==> src/rtl/i2c_pkg.sv <==
// rtl/i2c_pkg.sv - shared types, constants and line decode for the I2C controller core
// Purpose: state encoding, quarter-phase indices, R/W encodings and the
//          per-phase SDA/SCL level table used by i2c_controller_core.
// Ports:   none (package).
package i2c_pkg;

    typedef enum logic [3:0] {
        ST_IDLE,
        ST_START,
        ST_ADDR,
        ST_ADDR_ACK,
        ST_WRITE,
        ST_WRITE_ACK,
        ST_READ,
        ST_READ_ACK,
        ST_RSTART,
        ST_STOP
    } i2c_state_t;

    localparam logic [1:0] Q0 = 2'd0;
    localparam logic [1:0] Q1 = 2'd1;
    localparam logic [1:0] Q2 = 2'd2;
    localparam logic [1:0] Q3 = 2'd3;

    localparam logic I2C_READ  = 1'b1;
    localparam logic I2C_WRITE = 1'b0;

    // Returns {sda, scl} for a state and quarter phase; 1 = released.
    // Data/ACK bits keep SCL low in q0/q1 and high in q2/q3 (q[1]).
    function automatic logic [1:0] line_levels(input i2c_state_t st,
                                               input logic [1:0] q,
                                               input logic       tx_bit);
        logic [1:0] v;
        case (st)
            ST_IDLE:          v = 2'b11;
            ST_START:         v = {(q == Q0), (q <= Q1)};
            ST_RSTART:        v = {(q <= Q1), ((q == Q1) || (q == Q2))};
            ST_STOP:          v = {q[1], (q != Q0)};
            ST_ADDR, ST_WRITE: v = {tx_bit, q[1]};
            default:          v = {1'b1, q[1]};
        endcase
        return v;
    endfunction

endpackage

==> src/rtl/i2c_qphase_gen.sv <==
// rtl/i2c_qphase_gen.sv - quarter-phase tick and index generator
// Purpose: divides clk into quarter-bit phases while the controller is active.
// Ports:   clk, rst (async, active-high); i_run (hold at q0 when low);
//          o_tick (last clk of the current quarter phase); o_q (phase 0..3).
module i2c_qphase_gen
    import i2c_pkg::*;
#(
    parameter int QPHASE_CYCLES = 1
) (
    input  logic       clk,
    input  logic       rst,
    input  logic       i_run,
    output logic       o_tick,
    output logic [1:0] o_q
);

    localparam int            CW       = (QPHASE_CYCLES > 1) ? $clog2(QPHASE_CYCLES) : 1;
    localparam logic [CW-1:0] CNT_LAST = CW'(QPHASE_CYCLES - 1);

    logic [CW-1:0] r_cnt;
    logic [1:0]    r_q;
    logic          w_last;

    assign w_last = (r_cnt == CNT_LAST);

    always_ff @(posedge clk or posedge rst) begin
        if (rst) begin
            r_cnt <= '0;
            r_q   <= Q0;
        end else if (!i_run) begin
            r_cnt <= '0;
            r_q   <= Q0;
        end else if (w_last) begin
            r_cnt <= '0;
            r_q   <= r_q + 2'd1;
        end else begin
            r_cnt <= r_cnt + 1'b1;
        end
    end

    assign o_tick = i_run & w_last;
    assign o_q    = r_q;

endmodule

==> src/rtl/i2c_controller_core.sv <==
// rtl/i2c_controller_core.sv - single-master I2C byte engine
// Purpose: START, address+R/W, one data byte, ACK handling, STOP or repeated START.
// Ports:   clk, rst (async, active-high); enable (start, sampled in IDLE);
//          slave_address[6:0], data_in[7:0], rw, repeated_start_cond;
//          sda_in (pad level); sda_out/scl_out (0 = pull low, 1 = release);
//          data_out[7:0] (last read byte); busy; ack_error (sticky NACK).
module i2c_controller_core
    import i2c_pkg::*;
#(
    parameter int QPHASE_CYCLES = 1
) (
    input  logic       clk,
    input  logic       rst,
    input  logic       enable,
    input  logic [6:0] slave_address,
    input  logic [7:0] data_in,
    input  logic       rw,
    input  logic       repeated_start_cond,
    input  logic       sda_in,
    output logic       sda_out,
    output logic       scl_out,
    output logic [7:0] data_out,
    output logic       busy,
    output logic       ack_error
);

    i2c_state_t r_state, w_state_nxt;
    logic [2:0] r_bit_cnt, w_bit_cnt_nxt;
    logic [7:0] r_shift, w_shift_nxt;
    logic       r_rw, w_rw_nxt;
    logic [7:0] r_data, w_data_nxt;
    logic [7:0] r_data_out, w_data_out_nxt;
    logic       r_ack_error, w_ack_error_nxt;
    logic       r_sda, r_scl, r_busy;

    logic       w_tick;
    logic [1:0] w_q, w_q_nxt;
    logic       w_bit_end, w_sample;
    logic [1:0] w_lines_nxt;

    i2c_qphase_gen #(
        .QPHASE_CYCLES(QPHASE_CYCLES)
    ) u_qphase (
        .clk    (clk),
        .rst    (rst),
        .i_run  (r_state != ST_IDLE),
        .o_tick (w_tick),
        .o_q    (w_q)
    );

    assign w_bit_end = w_tick && (w_q == Q3);
    assign w_sample  = w_tick && (w_q == Q2);

    always_comb begin
        w_state_nxt     = r_state;
        w_bit_cnt_nxt   = r_bit_cnt;
        w_shift_nxt     = r_shift;
        w_rw_nxt        = r_rw;
        w_data_nxt      = r_data;
        w_data_out_nxt  = r_data_out;
        w_ack_error_nxt = r_ack_error;

        case (r_state)
            ST_IDLE: begin
                if (enable) begin
                    w_state_nxt     = ST_START;
                    w_shift_nxt     = {slave_address, rw};
                    w_rw_nxt        = rw;
                    w_data_nxt      = data_in;
                    w_ack_error_nxt = 1'b0;
                end
            end
            ST_START: begin
                if (w_bit_end) begin
                    w_state_nxt   = ST_ADDR;
                    w_bit_cnt_nxt = 3'd7;
                end
            end
            ST_ADDR, ST_WRITE: begin
                if (w_bit_end) begin
                    if (r_bit_cnt == 3'd0) begin
                        w_state_nxt = (r_state == ST_ADDR) ? ST_ADDR_ACK : ST_WRITE_ACK;
                    end else begin
                        w_shift_nxt   = {r_shift[6:0], 1'b0};
                        w_bit_cnt_nxt = r_bit_cnt - 3'd1;
                    end
                end
            end
            ST_ADDR_ACK: begin
                if (w_sample && sda_in) begin
                    w_ack_error_nxt = 1'b1;
                end
                // The ACK was sampled in q2, so r_ack_error is current by q3.
                if (w_bit_end) begin
                    w_bit_cnt_nxt = 3'd7;
                    if (r_ack_error) begin
                        w_state_nxt = ST_STOP;
                    end else if (r_rw == I2C_READ) begin
                        w_state_nxt = ST_READ;
                    end else begin
                        w_state_nxt = ST_WRITE;
                        w_shift_nxt = r_data;
                    end
                end
            end
            ST_WRITE_ACK: begin
                if (w_sample && sda_in) begin
                    w_ack_error_nxt = 1'b1;
                end
                if (w_bit_end) begin
                    w_state_nxt = (repeated_start_cond && !r_ack_error) ? ST_RSTART : ST_STOP;
                end
            end
            ST_READ: begin
                if (w_sample) begin
                    w_shift_nxt = {r_shift[6:0], sda_in};
                    if (r_bit_cnt == 3'd0) begin
                        w_data_out_nxt = {r_shift[6:0], sda_in};
                    end
                end
                if (w_bit_end) begin
                    if (r_bit_cnt == 3'd0) begin
                        w_state_nxt = ST_READ_ACK;
                    end else begin
                        w_bit_cnt_nxt = r_bit_cnt - 3'd1;
                    end
                end
            end
            ST_READ_ACK: begin
                if (w_bit_end) begin
                    w_state_nxt = (repeated_start_cond && !r_ack_error) ? ST_RSTART : ST_STOP;
                end
            end
            ST_RSTART: begin
                if (w_bit_end) begin
                    w_state_nxt   = ST_ADDR;
                    w_bit_cnt_nxt = 3'd7;
                    w_shift_nxt   = {slave_address, rw};
                    w_rw_nxt      = rw;
                    w_data_nxt    = data_in;
                end
            end
            ST_STOP: begin
                if (w_bit_end) begin
                    w_state_nxt = ST_IDLE;
                end
            end
            default: begin
                w_state_nxt = ST_IDLE;
            end
        endcase
    end

    // Line levels are decoded from the next state/phase so the pad drivers
    // come straight from flops and line up with the phase they belong to.
    always_comb begin
        if (r_state == ST_IDLE) begin
            w_q_nxt = Q0;
        end else begin
            w_q_nxt = w_tick ? (w_q + 2'd1) : w_q;
        end
        w_lines_nxt = line_levels(w_state_nxt, w_q_nxt, w_shift_nxt[7]);
    end

    always_ff @(posedge clk or posedge rst) begin
        if (rst) begin
            r_state     <= ST_IDLE;
            r_bit_cnt   <= '0;
            r_shift     <= '0;
            r_rw        <= I2C_WRITE;
            r_data      <= '0;
            r_data_out  <= '0;
            r_ack_error <= 1'b0;
            r_sda       <= 1'b1;
            r_scl       <= 1'b1;
            r_busy      <= 1'b0;
        end else begin
            r_state     <= w_state_nxt;
            r_bit_cnt   <= w_bit_cnt_nxt;
            r_shift     <= w_shift_nxt;
            r_rw        <= w_rw_nxt;
            r_data      <= w_data_nxt;
            r_data_out  <= w_data_out_nxt;
            r_ack_error <= w_ack_error_nxt;
            r_sda       <= w_lines_nxt[1];
            r_scl       <= w_lines_nxt[0];
            r_busy      <= (w_state_nxt != ST_IDLE);
        end
    end

    assign sda_out   = r_sda;
    assign scl_out   = r_scl;
    assign data_out  = r_data_out;
    assign busy      = r_busy;
    assign ack_error = r_ack_error;

endmodule

==> config.mk <==
export PLATFORM = sky130hd
export DESIGN_NAME = i2c_controller_core
export DESIGN_NICKNAME = d
export VERILOG_FILES = /design/src/rtl/i2c_pkg.sv /design/src/rtl/i2c_qphase_gen.sv /design/src/rtl/i2c_controller_core.sv
export SDC_FILE = /design/constraint.sdc
export NUM_CORES = 1
export LEC_CHECK = 0
export BUFFER_PORTS_ARGS = -buffer_cell sky130_fd_sc_hd__buf_4
export CAP_MARGIN = 20
export CELL_PAD_IN_SITES_DETAIL_PLACEMENT = 1
export CELL_PAD_IN_SITES_GLOBAL_PLACEMENT = 1
export CORE_UTILIZATION = 47
export DETAILED_ROUTE_END_ITERATION = 10
export PLACE_DENSITY_LB_ADDON = 0.1
export SLEW_MARGIN = 0
export SYNTH_ARGS = -nofsm -noshare
export SYNTH_HDL_FRONTEND = slang
export SYNTH_SLANG_ARGS = --single-unit
==> constraint.sdc <==
create_clock -name clk -period 3.05 [get_ports clk]
set_input_delay 0 -clock clk [delete_from_list [all_inputs] [get_ports clk]]
set_output_delay 0 -clock clk [all_outputs]
set_load 0.01 [all_outputs]
# After elaboration in Yosys (flattened, before gate mapping)
# Cells that the tools add are included.
totals:
  register_bits: 39
  input_bits: 21
  output_inout_bits: 12
  word_cells: 122
op_classes:
  addsub: 3
  n_lt_le_gt_ge: 1
  n_eq_ne: 31
  n_mux: 43
  n_bitwise: 2
  reduce_logical: 29
ops:
  columns: ["operator", "n"]
  rows:
  - ["$mux 8", 10]
  - ["$mux 4", 10]
  - ["$pmux 8 s5", 1]
  - ["$pmux 4 s7", 1]
  - ["$eq 4x3->1 const B", 5]
  - ["$ne 2x2->1 const B", 10]
  - ["$eq 4x4->1 const B", 4]
  - ["$pmux 8 s2", 1]
  - ["$eq 4x2->1 const B", 3]
  - ["$mux 3", 4]
  - ["$mux 2", 5]
  - ["$pmux 2 s5", 1]
  - ["$reduce_or 2->1", 5]
  - ["$reduce_and 3->1", 3]
  - ["$reduce_and 9->1", 1]
  - ["$eq 4x1->1 const B", 2]
  - ["$logic_not 4->1", 2]
  - ["$reduce_bool 2->1", 4]
  - ["$reduce_bool 4->1", 2]
  - ["$mux 1", 7]
  - ["$eq 2x2->1 const B", 3]
  - ["$ne 2x1->1 const B", 3]
  - ["$pmux 3 s2", 1]
  - ["$reduce_or 3->1", 2]
  - ["15 further kinds", 19]

# Depth between registers and ports, before layout
depth:
  depth_word: 8
  depth_mapped: 8
  ltp_nobuf: 8

# Cells and area by module
# A second synthesis with hierarchy kept.
hier_totals:
  hier_cells: 199
  hier_area_um2: 2150.8
modules_own_cells:
  columns: ["mod", "instances", "cells_each", "area_each_um2", "seq_area_each_um2"]
  rows:
  - ["i2c_controller_core", 1, 192, 2065.7, 903.4]
  - ["i2c_qphase_gen", 1, 7, 85.1, 50.0]

# Worst setup path before layout
# OpenSTA, ideal clock, no wires.
synth_path:
  kind: "flip-flop to flip-flop"
  startpoint: "reg r_state[1]"
  endpoint: "reg r_busy (netlist: busy)"
  setup_ps: 138
  t_arrival_ps: 1607
  required_time_ps: 2912
  slack_ps: 1305
  stages_incl_launch_ff: 6
  path_buffers: 1
  synth_period_minus_slack_ps: 1745
  cell_sequence: "dfrtp_1 > buf_6 > or2_4 > a41oi_2 > nand4b_4 > or4_1"
synth_via:
  elab_chain_len: 6
  elab_cells_between_ends: 28
  cone_classes: "eq/ne (9); mux (11); bitwise (1); reduce/logical (7)"
synth_rtl:
  columns: ["item", "line_no", "text"]
  rows:
  - ["from (decl)", "i2c_controller_core.sv:27", "i2c_state_t r_state, w_state_nxt;"]
  - ["from (signal assigned)", "i2c_controller_core.sv:178", "r_state <= w_state_nxt;"]
  - ["$reduce_bool 4->1", "i2c_controller_core.sv:46", ".i_run (r_state != ST_IDLE),"]
  - ["$and 1x1->1", "i2c_qphase_gen.sv:41", "assign o_tick = i_run & w_last;"]
  - ["$logic_and 1x1->1", "i2c_controller_core.sv:51", "assign w_bit_end = w_tick && (w_q == Q3);"]
  - ["$mux 4, or another cell as far along", "i2c_controller_core.sv:144", "if (w_bit_end) begin"]
  - ["$pmux 4 s7 *", "i2c_controller_core.sv:63", "case (r_state)"]
  - ["net w_state_nxt[0]", "i2c_controller_core.sv:27", null]
  - ["$reduce_bool 4->1 *", "i2c_controller_core.sv:187", "r_busy <= (w_state_nxt != ST_IDLE);"]
  - ["to (signal assigned)", "i2c_controller_core.sv:187", null]
  - ["to (decl)", "i2c_controller_core.sv:34", "logic r_sda, r_scl, r_busy;"]
# The timed path passes the listed nets; every way through them passes the cells marked *.
# A chain may end at the register's enable or synchronous reset.

# Final worst setup path
layout_path:
  startpoint: "reg u_qphase.r_q[1] (netlist: u_qphase.o_q[1])"
  endpoint: "reg r_sda (netlist: sda_out)"
layout_via:
  elab_chain_len: 7
  elab_cells_between_ends: 29
  cone_classes: "add/sub (1); order compare (1); eq/ne (7); mux (15); reduce/logical (5)"
layout_rtl:
  columns: ["item", "line_no", "text"]
  rows:
  - ["from (decl)", "i2c_qphase_gen.sv:21", "logic [1:0] r_q;"]
  - ["from (signal assigned)", "i2c_qphase_gen.sv:35", "r_q <= r_q + 2'd1;"]
  - ["$eq 2x2->1", "i2c_controller_core.sv:51", null]
  - ["$logic_and 1x1->1", "i2c_controller_core.sv:51", null]
  - ["$mux 4, or another cell as far along", "i2c_controller_core.sv:144", null]
  - ["$pmux 4 s7", "i2c_controller_core.sv:63", null]
  - ["$eq 4x2->1 or $eq 4x3->1 (tied branches)", "i2c_pkg.sv:34", "case (st)"]
  - ["$reduce_or 2->1", "i2c_pkg.sv:34", null]
  - ["$pmux 2 s5 *", "i2c_pkg.sv:34", null]
  - ["net w_lines_nxt[1]", "i2c_controller_core.sv:39", "logic [1:0] w_lines_nxt;"]
  - ["to (signal assigned)", "i2c_controller_core.sv:185", "r_sda <= w_lines_nxt[1];"]
  - ["to (decl)", "i2c_controller_core.sv:34", null]
# The timed path passes the listed nets; every way through them passes the cells marked *. The select of a mux whose other input is x is not followed.

==> flow_summary.toml <==
[sta]
fmax_ghz = 0.4540
worstMarginPinSlew_ns = 0.5422
skew_ns = 0.006335
slew_headroom_pct = 63.85
rsz0062_at_grt = "no"
final.period_utilization_pct = 72.22
maxSlewViolCount = 0
fin_crit_ns = 2.203
hold_violations = 0
setup-tns-final_ns = 0
setup_viol = 0

[setup_path]
crit_type = "reg -> reg"
worstPathMaxFanout = 13
worstSetupStartpointType = "flop"
arrival_ns = 2.41
end_kind = "flop"
cpPeakStageDelay_ns = 0.44
required_ns = 3.26
r2r_setup_slack_ns = 0.85
rr_worst_depth = 7
critical_path.cell_chain = "ha_1 > nand2b_1 > nor2_1 > a22oi_1 > a211o_1 > a221oi_2 > a211oi_1"
cp_slowest_cell = "ha_1"

[floorplan]
die_w_um = 67.18
dieArea_um2 = 4513
start_util_pct = 49.57
core_um2 = 4029
core.rowCount = 23
die_h_um = 67.18
io_pins = 33

[run_status]
outcome = "finished clean"

[yosys]
synth_async_sr_flop_share_pct = 100.0
synth.top_cell.area_share_pct = 45.11
ys_seq_area_share_pct = 47.74
ys_top_cells_by_area = "dfrtp_1, mux2_2, nand2_1"
yosysMostFrequentCell = "dfrtp_1"
ys.flop_type = "dfrtp_1"
synth_top_cell_by_area = "dfrtp_1"
synth_cells = 186
syn-cell-area_um2 = 1997
synth_common_cells = "dfrtp_1, nand2_1, mux2_2, nor2_1, inv_1"
syn_avg_cell_area_um2 = 10.74
ys_ff_latch = 38
syn-num-nets = 212
synth.distinct_cells = 50
ys_warn_count = 0
synth_edf_count = 0

[global_route]
grt_overflow = 0
grt_pass1_vias = 1806
track_usage_pct = 28.46
grt_pass1_wl_um = 9135
antenna_found_initial = 0
grt_start_max_net_pins = 35

[run]
maxCapViolCount = 0

[pwr]
switching_share_pct = 39.27
powerDensity_nw_per_um2 = 889.0
p_leak_nw = 1.177
ir_drop_mv = 0.4866
clkPwrFrac_pct = 19.3
intPower_mw = 1.358
p_comb_share_pct = 42.6
p_seq_share_pct = 38.1
p_switching_uw = 878.1

[route]
route.detailed.drc = 0
drt-pass1-iter-count = 5
wl_um = 5524
first_iter_violations = 131
postRouteAntennaNets = 0
vias_per_cell = 5.947
dr_total_vias = 1683
wl_per_cell_um = 19.52

[clocking]
clock_sinks = 38
cts-hold-fix-buffers = 14
cts_buffers = 5
cts.clk_slew.worst_paths_ns = 0.07
cts_max_level = 2
post-cts-setup-buffers = 0
cts_tree = "done"
clk_latency_ns = 0.29
cts_resized = 0
cts_buffer_depth = 2
cts_root_buffer = "clkbuf_8"

[hold_path]
min_path_type = "in -> reg"
hold_depth = 3

[cells_and_area]
fin_cells = 283
syn2layout_area_growth_pct = 25.94
nFillCells = 444
drive_gt1_share_pct = 29.61
regArea_um2 = 953.4
nets = 259
multiInputGateArea_um2 = 960.9
diodes = 0

[place]
place_hpwl_um = 3725
numPlacedInstances = 262
place.port_buffers = 32
gp_congestion = 0.8736
[cell families (layout without fill, tap and decap cells)]
logic type,Yosys count,count (layout),share of synthesized area [%]
buffers and inverters,17,64,4.135
flip-flops,38,38,47.74
XOR/XNOR,3,3,1.316
AND/OR/NAND/NOR,64,64,17.61
multiplexers,19,19,10.59
adder cells (fa/ha/maj),5,5,3.133
AO/OA/AOI/OAI,40,40,15.48
[layout by cell type (no fill, tap or decap), types with 4 or more instances in the layout]
| master | Yosys | routed |
|---|---|---|
| dfrtp_1 | 36 | 36 |
| a222oi_1 | 7 | 7 |
| clkbuf_8 | 0 | 6 |
| dlygate4sd3_1 | 0 | 14 |
| nand2_1 | 24 | 24 |
| mux2_2 | 17 | 17 |
| ha_1 | 5 | 5 |
| a21oi_1 | 7 | 7 |
| o211ai_1 | 5 | 5 |
| inv_1 | 10 | 10 |
| buf_4 | 2 | 33 |
| a22oi_1 | 5 | 5 |
| o21ai_0 | 4 | 4 |
| nor2_1 | 13 | 13 |
[metrics by stage]
stage          hold slack (ns)  worst slack [ns]  power, mW  cell area (um^2)  utilization [%]
5_1_grt                0.03165            0.6685      2.400              2515            62.42
3_5_place_dp          -0.08579            0.9217      1.780              2262            56.15
2_1_floorplan           0.1480             1.305      1.521              1997                -
3_3_place_gp          -0.09858             1.039      1.701              2262            56.15
6_report               0.02219            0.8474      2.236              2515            62.42
4_1_cts               0.001147            0.8687      2.237              2515            62.42
[power groups by stage]
stage	clock [mW]	sequential, mW	combinational [mW]
after CTS	0.444	0.847	0.946
after detailed placement	0	0.854	0.926
after floorplan	0	0.775	0.746
after global routing	0.465	0.871	1.07
after global placement	0	0.835	0.866
final	0.431	0.853	0.953
[layer usage]
layer / GRT usage, % / vias to the layer above / wire length [um]
li1: - / 768 / -
met1: 35.61 / 854 / 2318
met2: 47.88 / 52 / 2851
met5: 0 / - / 0
met4: 11.97 / 0 / 102
met3: 5.405 / 9 / 251
[sequential cells by signal (all words and copies together), names as in the netlist]
signal,count
u_qphase.o_q,2
ack_error,1
r_bit_cnt,3
scl_out,1
busy,1
sda_out,1
data_out,8
r_shift,8
r_data,8
r_rw,1
r_state,4
[path summary, 6_finish.rpt]
check / startpoint / endpoint
max: u_qphase.o_q[1] / sda_out
max reg2reg: u_qphase.o_q[1] / sda_out
min reg2reg: r_shift[7] / r_shift[7]
min in group asynchronous: rst / r_bit_cnt[2]
max in group asynchronous: rst / scl_out
min: slave_address[1] / r_shift[2]
[worst max-delay path: cells and delay by family, from the launching register on]
kind	cells	cell delay, ns
and+or+nand+nor	2	0.35
AOI/OAI and AO/OA	4	0.97
adders and majority gates	1	0.44
DFF	1	0.36
[area by class of cell]
type,count,area share [%]
clock buffer,6,3.284
clock inverter,1,1.194
inverter,10,1.493
multi-input combinational,131,38.21
sequential,38,37.91
tap,50,2.488
timing repair buffer,47,15.42
Note: power is estimated with default switching activity, not from simulation.
